**config.mk**
```make
export PLATFORM = sky130hd
export DESIGN_NAME = pulse_stretch_queue
export DESIGN_NICKNAME = d
export VERILOG_FILES = /design/src/rtl/pulse_stretch_queue.sv
export SDC_FILE = /design/constraint.sdc
export NUM_CORES = 1
export LEC_CHECK = 0
export ABC_AREA = 1
export CORE_UTILIZATION = 50
export DETAILED_ROUTE_END_ITERATION = 7
export DONT_BUFFER_PORTS = 1
export GPL_TIMING_DRIVEN = 0
export PLACE_DENSITY_LB_ADDON = 0.05
export REMOVE_ABC_BUFFERS = 1
export SKIP_CTS_REPAIR_TIMING = 1
export SLEW_MARGIN = 20
export SYNTH_ARGS = -nofsm -noshare
export SYNTH_HDL_FRONTEND = slang
export SYNTH_SLANG_ARGS = --single-unit
```
**constraint.sdc**
```tcl
create_clock -name clk_oled -period 3.8 [get_ports clk_oled]
set_input_delay 0.76 -clock clk_oled [delete_from_list [all_inputs] [get_ports clk_oled]]
set_output_delay 0.76 -clock clk_oled [all_outputs]
set_load 0.01 [all_outputs]
```
**src/rtl/pulse_stretch_queue.sv**
```systemverilog
// Pulse-to-level stretcher: each request pulse becomes a HIGH window of HIGH_CYCLES
// followed by a GAP_CYCLES low gap; pulses arriving mid-window are counted and replayed.
module pulse_stretch_queue #(
    parameter int HIGH_CYCLES = 16,
    parameter int GAP_CYCLES  = 4,
    parameter int PEND_W      = 3
) (
    input  logic              clk_oled,
    input  logic              reset_n,
    input  logic              pulse_in,
    input  logic              clear,
    output logic              level_out,
    output logic              busy,
    output logic [PEND_W-1:0] pending,
    output logic              overflow,
    output logic [1:0]        dbg_state
);

    localparam int MAXC = (HIGH_CYCLES > GAP_CYCLES) ? HIGH_CYCLES : GAP_CYCLES;
    localparam int CW   = (MAXC > 1) ? $clog2(MAXC) : 1;

    localparam logic [CW-1:0]     HIGH_LAST = CW'(HIGH_CYCLES - 1);
    localparam logic [CW-1:0]     GAP_LAST  = CW'(GAP_CYCLES - 1);
    localparam logic [PEND_W-1:0] PEND_MAX  = {PEND_W{1'b1}};

    typedef enum logic [1:0] {
        ST_IDLE = 2'd0,
        ST_HIGH = 2'd1,
        ST_GAP  = 2'd2
    } state_t;

    state_t            state_q, state_d;
    logic [CW-1:0]     cnt_q, cnt_d;
    logic [PEND_W-1:0] pending_q, pending_d;
    logic              overflow_q, overflow_d;
    logic              level_q, level_d;
    logic              busy_q, busy_d;

    always_ff @(posedge clk_oled or negedge reset_n) begin
        if (!reset_n) begin
            state_q    <= ST_IDLE;
            cnt_q      <= '0;
            pending_q  <= '0;
            overflow_q <= 1'b0;
            level_q    <= 1'b0;
            busy_q     <= 1'b0;
        end else begin
            state_q    <= state_d;
            cnt_q      <= cnt_d;
            pending_q  <= pending_d;
            overflow_q <= overflow_d;
            level_q    <= level_d;
            busy_q     <= busy_d;
        end
    end

    always_comb begin
        state_d    = state_q;
        cnt_d      = cnt_q;
        pending_d  = pending_q;
        overflow_d = overflow_q;

        case (state_q)
            ST_IDLE: begin
                if (pulse_in) begin
                    state_d = ST_HIGH;
                    cnt_d   = '0;
                end
            end
            ST_HIGH: begin
                if (cnt_q == HIGH_LAST) begin
                    state_d = ST_GAP;
                    cnt_d   = '0;
                end else begin
                    cnt_d = cnt_q + CW'(1);
                end
                if (pulse_in) begin
                    if (pending_q == PEND_MAX) overflow_d = 1'b1;
                    else                       pending_d  = pending_q + PEND_W'(1);
                end
            end
            ST_GAP: begin
                if (cnt_q == GAP_LAST) begin
                    // Decision cycle: a pulse here is consumed directly, never dropped.
                    cnt_d = '0;
                    if (pulse_in) begin
                        state_d = ST_HIGH;
                    end else if (pending_q != '0) begin
                        state_d   = ST_HIGH;
                        pending_d = pending_q - PEND_W'(1);
                    end else begin
                        state_d = ST_IDLE;
                    end
                end else begin
                    cnt_d = cnt_q + CW'(1);
                    if (pulse_in) begin
                        if (pending_q == PEND_MAX) overflow_d = 1'b1;
                        else                       pending_d  = pending_q + PEND_W'(1);
                    end
                end
            end
            default: begin
                state_d = ST_IDLE;
                cnt_d   = '0;
            end
        endcase

        if (clear) begin
            state_d    = ST_IDLE;
            cnt_d      = '0;
            pending_d  = '0;
            overflow_d = 1'b0;
        end

        // Outputs are registered from the next state so they line up with it.
        level_d = (state_d == ST_HIGH);
        busy_d  = (state_d != ST_IDLE);
    end

    assign level_out = level_q;
    assign busy      = busy_q;
    assign pending   = pending_q;
    assign overflow  = overflow_q;
    assign dbg_state = state_q;

endmodule

```
==> impl_metrics.sql <==
INSERT INTO impl_metrics (metric_group, metric, value, unit) VALUES
('routing', 'wl_per_cell', '12.07', 'um'),
('synthesis', 'synth-seq-cells', '12', ''),
('global_route', 'grt_antenna_before_repair', '0', ''),
('routing', 'detailed_route_wire_length', '1.461', 'mm'),
('power', 'internal-power', '0.0002079', 'W'),
('sta', 'skew', '0.002179', 'ns'),
('power', 'cellLeakagePower', '0.4502', 'nW'),
('sta', 'timing.final.max_slew_violations', '0', ''),
('sta', 'setup_viol', '0', ''),
('power', 'maximum_ir_drop_on_the_vdd_rail', '226.0', 'uV'),
('global_route', 'globalRouteOverflowTotal', '0', ''),
('clock_tree', 'clockBufferDepth', '2', ''),
('power', 'power.density', '342.4', 'mW/mm^2'),
('synthesis', 'seq_area_frac_synth', '38.40', '%'),
('min_path', 'hold_path_class', 'in -> async', ''),
('synthesis', 'syn_inst', '102', ''),
('routing', 'via_per_inst', '5.223', ''),
('cells_and_area', 'final_cell_count_no_fill', '121', ''),
('floorplanning', 'chipWidth', '41.55', 'um'),
('sta', 'setup_repair_after_global_routing_missed_its_margin', 'false', ''),
('cells_and_area', 'multi_input_comb_area', '425.4', 'um^2'),
('synthesis', 'synth.most_common_cell', 'nand2_1', ''),
('cells_and_area', 'fin_nets', '119', ''),
('sta', 'clock.fmax', '612.0', 'MHz'),
('synthesis', 'area_leader_netlist', 'dfrtp_1', ''),
('place', 'place.detailed.instances', '117', ''),
('clock_tree', 'cts.clk_slew.worst_paths', '0.08', 'ns'),
('critical_path', 'crit_path_start', 'dbg_state[0]', ''),
('power', 'p_switching', '0.00007871', 'W'),
('floorplanning', 'floorplan.initialDensity', '56.56', '%'),
('synthesis', 'synthDistinctLibCells', '16', ''),
('power', 'sw_frac_of_total', '27.46', '%'),
('cells_and_area', 'antenna-diode-count', '0', ''),
('critical_path', 'timing.setup.critical_path_class', 'reg -> reg', ''),
('global_route', 'track_usage', '19.41', '%'),
('clock_tree', 'cts_root_buffer', 'clkbuf_4', ''),
('critical_path', 'maximum_fanout_along_the_worst_path', '5', ''),
('sta', 'fin_setup_tns', '0', 'ns'),
('routing', 'drt-pass1-iter-count', '4', ''),
('global_route', 'grt_pass1_vias', '588', ''),
('floorplanning', 'placeableCoreArea', '0.001383', 'mm^2'),
('sta', 'hold_viol_final', '0', ''),
('synthesis', 'synth.cells.most_frequent', 'nand2_1 (28), dfrtp_1 (12), inv_1 (10), ha_1 (8), nand3_1 (8)', ''),
('job', 'max-cap-violations', '0', ''),
('floorplanning', 'design.portCount', '12', ''),
('synthesis', 'synthArstFlopShare', '100.0', '%'),
('status', 'status', 'completed', ''),
('synthesis', 'synth-main-ff-cell', 'dfrtp_1', ''),
('clock_tree', 'tritoncts', 'done', ''),
('floorplanning', 'die-height', '41.55', 'um'),
('routing', 'drt-initial-drc-count', '10', ''),
('synthesis', 'synth_largest_type_area_fraction', '38.40', '%'),
('clock_tree', 'insertion_delay', '0.26', 'ns'),
('synthesis', 'syn_avg_cell_area', '7.667', 'um^2'),
('clock_tree', 'clkSinkCount', '12', ''),
('critical_path', 'setup.worst_path.start_class', 'flop', ''),
('place', 'place.detailed.hpwl', '1.173', 'mm'),
('power', 'clkPwrFrac', '34.6', '%'),
('sta', 'worstMarginPinSlew', '0.2845', 'ns'),
('routing', 'ant_nets', '0', ''),
('critical_path', 'cp.required', '3.96', 'ns'),
('global_route', 'grt_first_pass_wirelength', '2.580', 'mm'),
('power', 'power.share.sequential', '49.9', '%'),
('cells_and_area', 'drive_gt1_share', '17.92', '%'),
('cells_and_area', 'layout-area-overhead-vs-synth', '7.040', '%'),
('global_route', 'largest_net_degree_at_the_start_of_global_routing', '13', ''),
('clock_tree', 'htree_levels', '1', ''),
('sta', 'period_share', '43.00', '%'),
('power', 'p_total', '0.0002866', 'W'),
('clock_tree', 'cts_buffers', '3', ''),
('cells_and_area', 'seqCellArea', '300.3', 'um^2');
per-layer routing:
metal	wire length, um	track usage [%]	share of wire (%)
met5	0	0	0
met4	14	7.742	0.96
met3	54	3.043	3.7
met2	594	26.56	41
met1	797	30.40	55
worst max-delay path: stages (launching register included):
cell,delay (ns)
dfrtp_1,0.51
inv_1,0.11
ha_1,0.27
nor2_1,0.14
nand2_2,0.07
nand3_1,0.08
nand2_2,0.09
nand2_1,0.10
nand2_1,0.06
nand2_1,0.07
nor2_2,0.04
registers in the layout (all words and copies together) (netlist names):
name       count
cnt_q          4
overflow       1
pending        3
level_out      1
dbg_state      2
busy           1
through the flow:
| stage | cell area [um^2] | hold WS [ns] | setup slack [ns] | utilization [%] |
|---|---|---|---|---|
| floorplan | 782.0 | 0.4644 | 2.361 | - |
| global placement | 800.8 | 0.4646 | 2.227 | 57.92 |
| detailed placement | 800.8 | 0.4647 | 2.181 | 57.92 |
| CTS | 837.1 | 0.1730 | 2.168 | 60.54 |
| global route | 837.1 | 0.1611 | 1.981 | 60.54 |
| finish | 837.1 | 0.1798 | 2.166 | 60.54 |
worst paths after layout:
kind / end / slack (ns) / cells after the start
worst max-delay path: pending[0] / 2.17 / 10
worst min-delay path: cnt_q[2] / 0.18 / 0
worst max register to register: pending[0] / 2.17 / 10
worst min register to register: cnt_q[0] / 0.51 / 1
max in group asynchronous: pending[2] / 3.55 / 0
min in group clk_oled: cnt_q[0] / 0.51 / 1
final cells by class:
cell class | instances | area share [%]
multi-input cells | 75 | 50.82
flip-flops and latches | 12 | 35.87
inverters | 15 | 6.726
clock buffers | 4 | 4.335
well taps | 15 | 2.242
cell usage in the layout (no fill, tap or decap):
| master | n |
|---|---|
| inv_1 | 10 |
| nand2_2 | 6 |
| nor2_2 | 2 |
| o21ai_2 | 1 |
| dfrtp_1 | 12 |
| clkbuf_4 | 3 |
| clkbuf_8 | 1 |
| nand2_1 | 28 |
| a21oi_1 | 3 |
| nor2_1 | 6 |
| o21ai_1 | 6 |
| nand3_2 | 1 |
| nand3_1 | 8 |
| ha_1 | 8 |
| inv_2 | 5 |
| mux2i_1 | 1 |
| nand4_1 | 4 |
| xor2_1 | 1 |
cells by family (layout without fill, tap and decap cells):
group / after synthesis / count (layout) / synth area share (%)
AND/OR/NAND/NOR: 55 / 55 / 32.32
multiplexers: 1 / 1 / 1.280
AO/OA/AOI/OAI: 10 / 10 / 6.880
adder cells (fa/ha/maj): 8 / 8 / 12.80
flip-flops: 12 / 12 / 38.40
buffers and inverters: 15 / 19 / 7.201
XOR/XNOR: 1 / 1 / 1.120
power groups by stage:
stage | logic (W) | clock network, W | registers, W
finish | 0.0000443 | 0.0000992 | 0.000143
global route | 0.0000517 | 0.000108 | 0.000144
CTS | 0.0000447 | 0.000102 | 0.000143
detailed placement | 0.0000440 | 0 | 0.000146
global placement | 0.0000434 | 0 | 0.000146
floorplan | 0.0000368 | 0 | 0.000144
(Power assumes the default switching activity.)
